`src/rtl/sipo_word_fifo.sv`:
```
// First-word-fall-through word FIFO behind the serial-to-parallel packer.
// Words arriving while full are dropped and latched into a sticky overflow flag.
module sipo_word_fifo #(
   parameter  int DATA_WIDTH  = 64,
   parameter  int DEPTH       = 4,
   localparam int COUNT_WIDTH = $clog2(DEPTH) + 1
) (
   input  logic                   clk,
   input  logic                   rst_n,
   input  logic                   in_valid,
   input  logic [DATA_WIDTH-1:0]  in_data,
   input  logic                   flush,
   output logic                   out_valid,
   output logic [DATA_WIDTH-1:0]  out_data,
   input  logic                   out_ready,
   output logic                   full,
   output logic                   empty,
   output logic [COUNT_WIDTH-1:0] count,
   output logic                   overflow
);

   localparam int PTR_WIDTH = $clog2(DEPTH);

   logic [DATA_WIDTH-1:0]  mem_q [DEPTH];
   logic [PTR_WIDTH-1:0]   wr_ptr_q, wr_ptr_d;
   logic [PTR_WIDTH-1:0]   rd_ptr_q, rd_ptr_d;
   logic [COUNT_WIDTH-1:0] count_q, count_d;
   logic                   overflow_q, overflow_d;
   logic                   push, pop, drop, mem_we;

   assign full      = (count_q == COUNT_WIDTH'(DEPTH));
   assign empty     = (count_q == '0);
   assign out_valid = !empty;
   assign out_data  = mem_q[rd_ptr_q];
   assign count     = count_q;
   assign overflow  = overflow_q;

   assign pop  = out_valid && out_ready;
   assign push = in_valid && (!full || pop);
   assign drop = in_valid && full && !pop;

   // NOTE: every always_comb output gets a default first so no path leaves it unassigned (no latch).
   always_comb begin
      wr_ptr_d   = wr_ptr_q;
      rd_ptr_d   = rd_ptr_q;
      count_d    = count_q;
      overflow_d = overflow_q;
      mem_we     = 1'b0;
      if (flush) begin
         wr_ptr_d   = '0;
         rd_ptr_d   = '0;
         count_d    = '0;
         overflow_d = 1'b0;
      end else begin
         if (push) begin
            mem_we   = 1'b1;
            wr_ptr_d = wr_ptr_q + PTR_WIDTH'(1);
         end
         if (pop) begin
            rd_ptr_d = rd_ptr_q + PTR_WIDTH'(1);
         end
         if (push && !pop) begin
            count_d = count_q + COUNT_WIDTH'(1);
         end else if (pop && !push) begin
            count_d = count_q - COUNT_WIDTH'(1);
         end
         if (drop) begin
            overflow_d = 1'b1;
         end
      end
   end

   // NOTE: state registers use non-blocking assignments so every flop samples pre-edge values.
   always_ff @(posedge clk or negedge rst_n) begin
      if (!rst_n) begin
         wr_ptr_q   <= '0;
         rd_ptr_q   <= '0;
         count_q    <= '0;
         overflow_q <= 1'b0;
      end else begin
         wr_ptr_q   <= wr_ptr_d;
         rd_ptr_q   <= rd_ptr_d;
         count_q    <= count_d;
         overflow_q <= overflow_d;
      end
   end

   // NOTE: the word array is reset so out_data reads 0 after reset; flush deliberately leaves it alone.
   always_ff @(posedge clk or negedge rst_n) begin
      if (!rst_n) begin
         for (int i = 0; i < DEPTH; i++) begin
            mem_q[i] <= '0;
         end
      end else if (mem_we) begin
         mem_q[wr_ptr_q] <= in_data;
      end
   end

endmodule

```
`config.mk`:
```
export PLATFORM = sky130hd
export DESIGN_NAME = sipo_word_fifo
export DESIGN_NICKNAME = d
export VERILOG_FILES = /design/src/rtl/sipo_word_fifo.sv
export SDC_FILE = /design/constraint.sdc
export NUM_CORES = 1
export LEC_CHECK = 0
export CAP_MARGIN = 20
export CORE_MARGIN = 10
export CORE_UTILIZATION = 40
export DETAILED_ROUTE_END_ITERATION = 16
export PLACE_DENSITY = 0.63
export SLEW_MARGIN = 20
export SYNTH_ARGS = -nofsm -noshare
export SYNTH_HDL_FRONTEND = slang
export SYNTH_SLANG_ARGS = --single-unit
export TNS_END_PERCENT = 1
```
`constraint.sdc`:
```
create_clock -name clk -period 3.7 [get_ports clk]
set_input_delay 0.37 -clock clk [delete_from_list [all_inputs] [get_ports clk]]
set_output_delay 0.37 -clock clk [all_outputs]
set_load 0.1 [all_outputs]
```
==> tab_implementation.tex <==
\begin{tabular}{lr}
\hline
Metric & Value \\
\hline
\multicolumn{2}{l}{\textbf{Run status}} \\
Status & finished, final reports clean \\
\multicolumn{2}{l}{\textbf{Run}} \\
Number of max-cap violations & 0 \\
\multicolumn{2}{l}{\textbf{Detailed routing}} \\
Number of remaining DRC errors & 0 \\
Average via count per standard cell & slightly above 5 \\
Number of antenna-violating nets in the routed design & 0 \\
Count of vias placed by the detailed router & between 6,000 and 7,000 \\
Final routed wire length divided by cell count & around 22 um \\
Final WL & around 27 mm \\
DRC violation total after the first TritonRoute iteration & 291 \\
First-pass DRT Iterations & 4 \\
\multicolumn{2}{l}{\textbf{Setup path}} \\
Arrival time reported for the critical path endpoint & about 2600 ps \\
FF-to-FF Start & count[0] \\
Nature of the critical path startpoint & flop \\
Worst Setup End Kind & primary output \\
Worst reg-to-reg setup slack & 1470 ps \\
Worst reg2reg path endpoint & mem\_q[63] \\
Worst-case reg-to-reg path depth & 4 \\
Critical path class & flop to primary output \\
Data required time at the worst endpoint & about 3300 ps \\
Peak fanout along the critical path & 10 \\
\multicolumn{2}{l}{\textbf{Timing}} \\
Setup Viol. Count Final & 0 \\
Shortest period the worst path allows & 2972 ps \\
Final setup skew & $\sim$7.6 ps \\
Post-route fraction of the period consumed by the critical path & 0.8031 \\
Final hold slack & 439.7 ps \\
Final hold violations & 0 \\
Transition at the pin with the smallest max-transition slack & 977.9 ps \\
FMAX & approximately 340 MHz \\
Final-report max-slew violation count & 0 \\
Relative max-transition margin & 0.3460 \\
Final critical-path setup slack & $\sim$730 ps \\
Unrepaired setup endpoints after global routing & false \\
Post-Route Setup TNS & 0 ps \\
\multicolumn{2}{l}{\textbf{Clock tree}} \\
Number of clock sinks & approximately 260 \\
H-Tree Depth & 1 \\
Worst-case clock buffer depth & 3 \\
Total setup buffers inserted after CTS & 0 \\
Total clock buffers created by CTS & 30 \\
Root Buffer Master & clkbuf\_16 \\
CTS tree & yes \\
Worst-Skew Late Latency & approximately 540 ps \\
Clock transition at path regs & approximately 60 ps \\
\multicolumn{2}{l}{\textbf{Synth}} \\
Cell area after synthesis & approximately 13,000 um2 \\
Cells taking the most area after synthesis & dfrtp\_1 (52\%), mux2\_4 (29\%), mux4\_2 (11\%) \\
Net count of the mapped netlist & $\sim$760 \\
Ys Warns & 0 \\
Avg Synthesized Cell Area & 18.42 um2 \\
Post-synthesis sequential element count & between 200 and 300 \\
Most area-hungry cell type in the Yosys netlist & dfrtp\_1 \\
Part of the Yosys area used for sequential elements & 0.5237 \\
Number of instances in the synthesized netlist & a little under 700 \\
Distinct cell type count of the synthesized netlist & 31 \\
Portion of synthesized cell area occupied by the leading cell type & 0.5237 \\
\multicolumn{2}{l}{\textbf{Layout}} \\
Post-layout nets & 900 \\
Fraction of final layout cells sized beyond drive strength 1 & 0.5482 \\
Area grow syn2layout & 21.38\% \\
FILL cells & $\sim$2,600 \\
Final cell utilization of the core & 0.4967 \\
\multicolumn{2}{l}{\textbf{Hold path}} \\
Hold Crit Class & input port to asynchronous set/reset pin \\
\multicolumn{2}{l}{\textbf{Floorplanning}} \\
Starting density of the core & 0.4092 \\
Standard cell core area & 30,830 um2 \\
Die extent in x & a little under 200 um \\
Die Outline Area & 39,040 um2 \\
Placement Rows & 64 \\
IO Pins & 140 \\
Die Height & roughly 200 um \\
\multicolumn{2}{l}{\textbf{Place}} \\
Placed wire-length estimate after detailed placement & 15.89 mm \\
Worst slack after detailed placement & 875.3 ps \\
Number of port buffers & roughly 140 \\
Routability cong. & a little over 0.7 \\
\multicolumn{2}{l}{\textbf{Global route}} \\
Pin count of the biggest net entering global routing & roughly 90 \\
Number of antenna violations at the first check in global routing & 1 \\
Global-route wire length before repair & between 40 and 50 mm \\
Overall Global Routing Usage & 0.1404 \\
Number of global-route vias before repair & between 7,000 and 8,000 \\
Total grt overflow & 0 \\
\hline
\end{tabular}
-- worst max path at each step --
stage	startpoint	to	slack (ps)
floorplan	count[2]	count[2]	620
global placement	flush	mem_q[63]	900
detailed placement	flush	mem_q[63]	880
CTS	count[0]	full	690
global route	count[0]	full	620
finish	count[0]	full	730
-- flip-flops by register name, summed over array words and instances (netlist names) --
name      cells
mem_q       256
count         3
overflow      1
wr_ptr_q      2
rd_ptr_q      2
-- layer usage --
layer / up-vias / routed length (um) / global-route usage
li1: 2822 / - / -
met4: 0 / 466 / 0.02933
met5: - / 0 / 0
met2: 98 / 12330 / 0.2157
met1: 3401 / 13010 / 0.2015
met3: 31 / 1070 / 0.02794
-- critical path: stages (launching register included) --
cell and delay (ps):
dfrtp_1 520, nor2_1 220, and2_1 170, clkdlybuf4s50_1 1140
-- cells by family (layout without fill, tap and decap cells) --
family | count (synthesis) | in the layout | share of synthesized area
adders and majority gates | 5 | 5 | 0.005554
AOI/OAI and AO/OA | 8 | 8 | 0.004364
buffers and inverters | 52 | 217 | 0.03184
other | 0 | 1 | 0
DFF | 264 | 264 | 0.5237
and+or+nand+nor | 28 | 28 | 0.01408
muxes | 325 | 325 | 0.4184
xor gates and xnor gates | 3 | 3 | 0.002083
-- cells in the final DEF, fill, tap and decap left out, types with 2 or more instances in the layout --
master and count:
clkinv_2 8, buf_4 72, nor2_1 12, mux4_2 64
mux2i_1 2, inv_1 5, nand2b_1 4, clkbuf_1 2
dfrtp_4 2, buf_12 9, clkdlybuf4s50_1 73, nor2b_1 2
a31oi_1 2, dfrtp_1 262, clkbuf_16 31, mux2_4 240
ha_1 4, nor4bb_4 4, clkinvlp_4 3, bufinv_16 2
mux2_2 19, xor2_1 2, clkbuf_8 9, or3_1 2
-- layout make-up --
type                       count  area, um2  area share
tap                          396      495.5     0.03236
multi-input combinational    369       5668      0.3701
inverter                       5      18.77    0.001226
sequential                   264       6614      0.4319
antenna                        1      2.502   0.0001634
timing repair buffer         156       1476     0.09641
clock inverter                14      131.4    0.008579
clock buffer                  42      907.1     0.05924
-- timing repair --
| action | in CTS | in global routing |
|---|---|---|
| hold endpoints to repair | 87 | 0 |
| hold buffers | 1 | 0 |
| setup endpoints to repair | 0 | 0 |
| resized for setup | 0 | 0 |
-- per-stage QoR --
stage	instance area, um2	instances
final	15310	1247
after global routing	15310	1246
after CTS	15310	1246
after detailed placement	14260	1189
after global placement	14260	1189
after floorplan	12620	685
-- cells in the mapped netlist, drive strengths merged --
cell type / n
dfrtp: 264
mux2: 259
mux4: 64
buf: 41
nor2: 12
clkbuf: 6
inv: 5
ha: 4
nand2b: 4
nor4bb: 4
a31oi: 2
mux2i: 2
nor2b: 2
nor4b: 2
or3: 2
xor2: 2
a21oi: 1
a221oi: 1
and2: 1
fa: 1
nand2: 1
o21a: 1
o21ai: 1
o311ai: 1
o31ai: 1
xnor2: 1
Power is left out: the tool's default activity adds up to more than one toggle a clock period on the data nets, which glitch-free logic cannot reach.
